$ cat src/rtl/matrix_pkg.sv
// Shared definitions for the matrix line driver slice.
// Provides the controller state type, line/code widths, and the
// all-lines-inactive pattern for a given output polarity.
package matrix_pkg;

  localparam int LINE_COUNT = 8;
  localparam int CODE_W     = 3;

  typedef enum logic [1:0] {
    IDLE  = 2'd0,
    BLANK = 2'd1,
    DRIVE = 2'd2
  } line_state_e;

  // Pattern with every select line deasserted at the given polarity.
  function automatic logic [LINE_COUNT-1:0] inactive_pattern(input logic active_low);
    return active_low ? '1 : '0;
  endfunction

endpackage

$ cat src/rtl/line_onehot_decoder.sv
// Combinational 1-of-8 line select decoder.
// Ports:
//   code       - channel code 0..7
//   active_low - 1: selected line is 0 and the rest 1; 0: opposite polarity
//   lines      - decoded select lines, bit n active when code == n
module line_onehot_decoder
  import matrix_pkg::*;
(
  input  logic [CODE_W-1:0]     code,
  input  logic                  active_low,
  output logic [LINE_COUNT-1:0] lines
);

  logic [LINE_COUNT-1:0] onehot;

  always_comb begin
    onehot       = '0;
    onehot[code] = 1'b1;
    lines        = active_low ? ~onehot : onehot;
  end

endmodule

$ cat src/rtl/matrix_line_driver.sv
// Matrix line driver: takes channel codes from the selector through a
// valid/ready handshake into a one-entry pending buffer, then drives the
// 8 matrix select lines one-hot with a blanking gap before every new line
// and a minimum dwell time per line.
// Ports:
//   clk, rst           - clock (rising edge), async active-high reset
//   sel_valid/sel_code - incoming channel code and its qualifier
//   sel_ready          - code can be accepted this cycle
//   sel_clear          - synchronous blank-and-return-to-idle request
//   dmx_out            - registered line selects
//   code_q             - code currently (or last) driven
//   busy               - high while blanking or driving
module matrix_line_driver
  import matrix_pkg::*;
#(
  parameter int unsigned DWELL_CYCLES = 1000,
  parameter int unsigned BLANK_CYCLES = 4,
  parameter bit          ACTIVE_LOW   = 1'b1
) (
  input  logic                  clk,
  input  logic                  rst,
  input  logic                  sel_valid,
  input  logic [CODE_W-1:0]     sel_code,
  output logic                  sel_ready,
  input  logic                  sel_clear,
  output logic [LINE_COUNT-1:0] dmx_out,
  output logic [CODE_W-1:0]     code_q,
  output logic                  busy
);

  localparam int unsigned CNT_MAX = (DWELL_CYCLES > BLANK_CYCLES) ? DWELL_CYCLES : BLANK_CYCLES;
  localparam int unsigned CNT_W   = $clog2(CNT_MAX + 1);
  localparam logic [CNT_W-1:0] DWELL_LOAD = CNT_W'(DWELL_CYCLES - 1);
  localparam logic [CNT_W-1:0] BLANK_LOAD = CNT_W'(BLANK_CYCLES - 1);
  localparam logic [LINE_COUNT-1:0] LINES_OFF = inactive_pattern(ACTIVE_LOW);

  line_state_e           state_q, state_d;
  logic                  pend_valid_q, pend_valid_d;
  logic [CODE_W-1:0]     pend_code_q, pend_code_d;
  logic [CODE_W-1:0]     code_d;
  logic [CNT_W-1:0]      cnt_q, cnt_d;
  logic [LINE_COUNT-1:0] dmx_q, dmx_d;
  logic [LINE_COUNT-1:0] drive_lines;
  logic                  accept;

  // No bypass: a code always lands in the pending register first.
  assign sel_ready = !pend_valid_q && !sel_clear;
  assign accept    = sel_valid && sel_ready;
  assign busy      = (state_q != IDLE);
  assign dmx_out   = dmx_q;

  // Decode from the next code so the output flop carries the new line
  // on the same edge the state enters DRIVE.
  line_onehot_decoder u_decoder (
    .code       (code_d),
    .active_low (ACTIVE_LOW),
    .lines      (drive_lines)
  );

  always_comb begin
    state_d      = state_q;
    pend_valid_d = pend_valid_q;
    pend_code_d  = pend_code_q;
    code_d       = code_q;
    cnt_d        = cnt_q;

    if (sel_clear) begin
      state_d      = IDLE;
      pend_valid_d = 1'b0;
      cnt_d        = '0;
    end else begin
      unique case (state_q)
        IDLE: begin
          if (pend_valid_q) begin
            code_d       = pend_code_q;
            pend_valid_d = 1'b0;
            cnt_d        = BLANK_LOAD;
            state_d      = BLANK;
          end
        end
        BLANK: begin
          if (cnt_q == '0) begin
            cnt_d   = DWELL_LOAD;
            state_d = DRIVE;
          end else begin
            cnt_d = cnt_q - CNT_W'(1);
          end
        end
        DRIVE: begin
          if (cnt_q != '0) begin
            cnt_d = cnt_q - CNT_W'(1);
          end else if (pend_valid_q) begin
            code_d       = pend_code_q;
            pend_valid_d = 1'b0;
            cnt_d        = BLANK_LOAD;
            state_d      = BLANK;
          end
        end
        default: state_d = IDLE;
      endcase

      // accept implies pend_valid_q == 0, so it never races a consume.
      if (accept) begin
        pend_valid_d = 1'b1;
        pend_code_d  = sel_code;
      end
    end

    dmx_d = (state_d == DRIVE) ? drive_lines : LINES_OFF;
  end

  always_ff @(posedge clk or posedge rst) begin
    if (rst) begin
      state_q      <= IDLE;
      pend_valid_q <= 1'b0;
      pend_code_q  <= '0;
      code_q       <= '0;
      cnt_q        <= '0;
      dmx_q        <= LINES_OFF;
    end else begin
      state_q      <= state_d;
      pend_valid_q <= pend_valid_d;
      pend_code_q  <= pend_code_d;
      code_q       <= code_d;
      cnt_q        <= cnt_d;
      dmx_q        <= dmx_d;
    end
  end

endmodule
$ cat config.mk
export PLATFORM = sky130hd
export DESIGN_NAME = matrix_line_driver
export DESIGN_NICKNAME = d
export VERILOG_FILES = /design/src/rtl/matrix_pkg.sv /design/src/rtl/line_onehot_decoder.sv /design/src/rtl/matrix_line_driver.sv
export SDC_FILE = /design/constraint.sdc
export NUM_CORES = 1
export LEC_CHECK = 0
export CORE_UTILIZATION = 30
export DETAILED_ROUTE_END_ITERATION = 10
export GPL_ROUTABILITY_DRIVEN = 0
export HOLD_SLACK_MARGIN = 0.06
export SLEW_MARGIN = 15
export SYNTH_ARGS = -nofsm -noshare
export SYNTH_HDL_FRONTEND = slang
export SYNTH_SLANG_ARGS = --single-unit
$ cat constraint.sdc
create_clock -name clk -period 3.9 [get_ports clk]
set_input_delay 0.78 -clock clk [delete_from_list [all_inputs] [get_ports clk]]
set_output_delay 0.78 -clock clk [all_outputs]
set_load 0.05 [all_outputs]
==> reports/results.txt <==
For the data required time at the worst endpoint, the log shows 3.12 ns. The I/O pin total came out at 20. The tools report the nature of the critical path endpoint as an output pin. Of the total synthesized cell area, the portion taken by XOR and XNOR cells is 0%. The run gives 1.63 mW as the sum of internal, switching and leakage power.

The synthesized-area fraction occupied by and/or/nand/nor cells was 24.6%; the ratio of cells with drive above 1 in the final layout was 18.5%. The area of the mapped netlist came out at 1720 sq um. TritonCTS built the clock tree. The type of origin of the critical path is an input port.

Summed over all layers, the routed wires come to 4.08 mm. The logs give 0 for the max-slew violation count and 191 for the total nets after synthesis. The number of antenna violations at the first check in global routing is 0, and the share of synthesized cell area in full adder, half adder and majority cells is 4.38%. Hold repair after CTS inserted 0 buffers.

By count the netlist is led by 19 x sky130_fd_sc_hd__dfrtp_1, 13 x sky130_fd_sc_hd__nand3_1, 12 x sky130_fd_sc_hd__a21oi_1, 12 x sky130_fd_sc_hd__nand2_1, 11 x sky130_fd_sc_hd__inv_1. Classification of the worst-slack hold path: reg -> reg. In the synthesized netlist, mux cells make up 3.14% of the area. The most frequently used flop master after synthesis is sky130_fd_sc_hd__dfrtp_1. Depth of the CTS H-tree: 1. Placement row count: 27. The cell that appears most often on the critical path is sky130_fd_sc_hd__clkdlybuf4s50_1.

The final route contains 1439 vias. The count of cells resized by post-cts repair came out at 0. For the pin with the worst max-slew slack, the measured transition is 0.932 ns.

The warning count from the yosys run is 0. The clock transition at the register clock pins on the worst setup and hold paths after CTS came out at 0.10 ns. Setup violations remaining at the end of the flow were counted as 0. VDD sags by at most 0.354 mV. The critical-path cell with the highest stage delay is sky130_fd_sc_hd__clkdlybuf4s50_1.

At the later pin of the worst-skew pair, clock insertion delay measures 0.28 ns. The logs give 85 for the detailed router's first-iteration violation count and 4 for the total iterations of the first detailed-routing run. Clock tree synthesis inserted a total of 3 buffers.

After detailed routing, the average wire length per cell comes to 15.3 microns. The die covers 6020 sq um. The number of setup buffers added after CTS is 0.

The number of cells traversed by the worst hold path is 1. The signal on the critical path passes through clkdlybuf4s50_1 -> nor2_1 -> clkdlybuf4s50_1. The maximum fanout count along the critical path was 2; the number of design rule violations left after detail routing was 0. Counting flops with a built-in enable in the synthesized netlist gives 0.

In this run the power density over the cells is 804 nW/um^2. For this run, the slowest stage of the critical path takes 0.82 ns. By startpoint and endpoint, the worst setup path is classified as in -> out. The run finished with clean final reports. The most instantiated library cell after synthesis is sky130_fd_sc_hd__dfrtp_1. The chip height was 77.6 microns; the number of buffers on the longest clock path was 2. The starting utilization of the core area is 31.2%, and the average size of a mapped cell is 9.64 sq um. After technology mapping, the gate count stands at 178. The clock arrives with 0.00484 ns of skew.

Setup repair after global routing left no endpoint under its margin. The area growth from synthesis to final layout was 18.2%; the register area share after synthesis was 40.0%. Final period utilization: 75.3%.

STA puts the critical path data arrival time at 2.16 ns. After synthesis, the netlist uses 55 different library cells. The cell chosen for the clock root is sky130_fd_sc_hd__clkbuf_8. Post-synthesis cell type with the largest combined area: sky130_fd_sc_hd__dfrtp_1.

Once detail routing completed, the nets flagged for antenna violations numbered 0. Number of register bits inferred by synthesis: 27. The logs give 209 for the final layout net count and 24 for the maximum number of pins on one net before global-route repair. The share of the synthesized area in the top cell type came out at 27.7%.

The leakage power came out at 0.859 nW. Using the TritonRoute via totals, the vias-per-cell ratio works out to 5.39. Across every metal layer, demand over resource in global routing totals 14.4%. Static timing analysis puts the maximum clock frequency at 340 MHz. Detailed placement finished with a half-perimeter wire length of 2.89 mm.

The number of antenna diodes in the final layout is 0. The number of cells on the worst reg-to-reg path is 6. The number of endpoints with negative hold slack in the final report was 0. Yosys attributes the largest share of cell area to sky130_fd_sc_hd__dfrtp_1 28%, sky130_fd_sc_hd__dfstp_2 12%, sky130_fd_sc_hd__ha_1 4.4%. The horizontal extent of the die came out at 77.6 microns. For the wire length of the first global-routing pass, the log shows 6.95 mm. In this run the tightest slew margin relative to its limit is 37.8%. The share of flip-flops with an asynchronous set or reset was 100%.

For this run, the number of standard cells in the final layout without fillers is 267. The number of maximum-capacitance violations is 0. Counting I/O delays and the setup requirement, the final critical path takes 2.94 ns. The floorplan step defined a core boundary enclosing 5510 sq um.

The synthesized netlist devotes 23.0% of its cell area to compound gates. Quantity of I/O buffers inserted on ports: 19. The tools report the placed cell count as 263.

After synthesis, the largest family of logic cells by area is simple AND/OR/NAND/NOR gates. The accumulated negative setup slack was 0 ns; the number of global-route vias before repair was 1406. CTS saw 27 sinks. The tools report the global-route congestion overflow total as 0.
## cell families after synthesis
group | after synthesis
AO/OA/AOI/OAI | 51
AND/OR/NAND/NOR | 67
adder cells (fa/ha/maj) | 6
buffers and inverters | 22
flip-flops | 27
multiplexers | 5
## routing by layer
| layer | global-route usage (%) | wire (microns) |
|---|---|---|
| met1 | 20.1 | 1940 |
| met2 | 22.7 | 1890 |
| met3 | 2.59 | 241 |
| met4 | 3.96 | 11 |
| met5 | 0 | 0 |
## worst paths after layout
path | startpoint | end | slack, ns
max | sel_clear | sel_ready | 0.96
min | pend_code_q[1]$_DFFE_PP0P_ | pend_code_q[1]$_DFFE_PP0P_ | 0.56
max reg2reg | state_q[0]$_DFF_PP0_ | cnt_q[5]$_DFFE_PP0P_ | 1.41
min reg2reg | pend_code_q[1]$_DFFE_PP0P_ | pend_code_q[1]$_DFFE_PP0P_ | 0.56
max in group asynchronous | rst | dmx_out[4]$_DFF_PP1_ | 2.17
min in group asynchronous | rst | cnt_q[6]$_DFFE_PP0P_ | 1.01
## cells in the final DEF, fill, tap and decap left out, types with 2 or more instances in the layout
cell type	instances
sky130_fd_sc_hd__dfrtp_1	19
sky130_fd_sc_hd__clkdlybuf4s50_1	19
sky130_fd_sc_hd__nand3_1	13
sky130_fd_sc_hd__nand2_1	12
sky130_fd_sc_hd__a21oi_1	12
sky130_fd_sc_hd__inv_1	11
sky130_fd_sc_hd__nor2_1	9
sky130_fd_sc_hd__dfstp_2	8
sky130_fd_sc_hd__o21ai_0	7
sky130_fd_sc_hd__ha_1	6
sky130_fd_sc_hd__nor3_1	5
sky130_fd_sc_hd__a31oi_1	4
sky130_fd_sc_hd__or2_2	4
sky130_fd_sc_hd__a211oi_1	4
sky130_fd_sc_hd__nor2b_1	3
sky130_fd_sc_hd__a311oi_1	3
sky130_fd_sc_hd__mux2_2	3
sky130_fd_sc_hd__clkbuf_8	3
sky130_fd_sc_hd__nor3b_1	2
sky130_fd_sc_hd__mux2i_1	2
sky130_fd_sc_hd__nand2b_1	2
sky130_fd_sc_hd__nor4_1	2
sky130_fd_sc_hd__and3_1	2
sky130_fd_sc_hd__o211ai_1	2
sky130_fd_sc_hd__nand4_1	2
sky130_fd_sc_hd__a22oi_4	2
sky130_fd_sc_hd__inv_2	2
sky130_fd_sc_hd__o22ai_1	2
sky130_fd_sc_hd__buf_4	2
## final cells by class
class	instances	area, sq um
fillers	557	3480
multi-input cells	129	946
clock inverters	1	7.51
inverters	14	52.6
well taps	72	90.1
flip-flops and latches	27	686
clock buffers	3	41.3
repair buffers	21	205
## critical path, delay by kind of cell
family	cells	cell delay, ns
buffers and inverters	2	1.23
AND/OR/NAND/NOR	1	0.14
## power breakdown
part	leakage [nW]	total, mW	switching, mW	internal [mW]
clock	0.0217	0.170	0.0969	0.0727
combinational	0.504	1.02	0.649	0.369
sequential	0.334	0.444	0.0978	0.346
## sequential cells by signal, summed over array words and instances (netlist names)
signal,cells
cnt_q,10
code_q,3
dmx_out,8
pend_code_q,3
pend_valid_q,1
state_q,2
## through the flow
step | util, % | cell area [sq um] | hold slack [ns] | setup slack (ns)
finish | 36.8 | 2030 | 0.561 | 0.963
global route | 36.8 | 2030 | 0.572 | 0.876
CTS | 36.8 | 2030 | 0.554 | 0.954
detailed placement | 35.9 | 1980 | 0.534 | 0.961
global placement | 35.9 | 1980 | 0.526 | 0.963
floorplan | - | 1720 | 0.498 | 1.48
No activity file was read; power rests on OpenSTA's default activity.
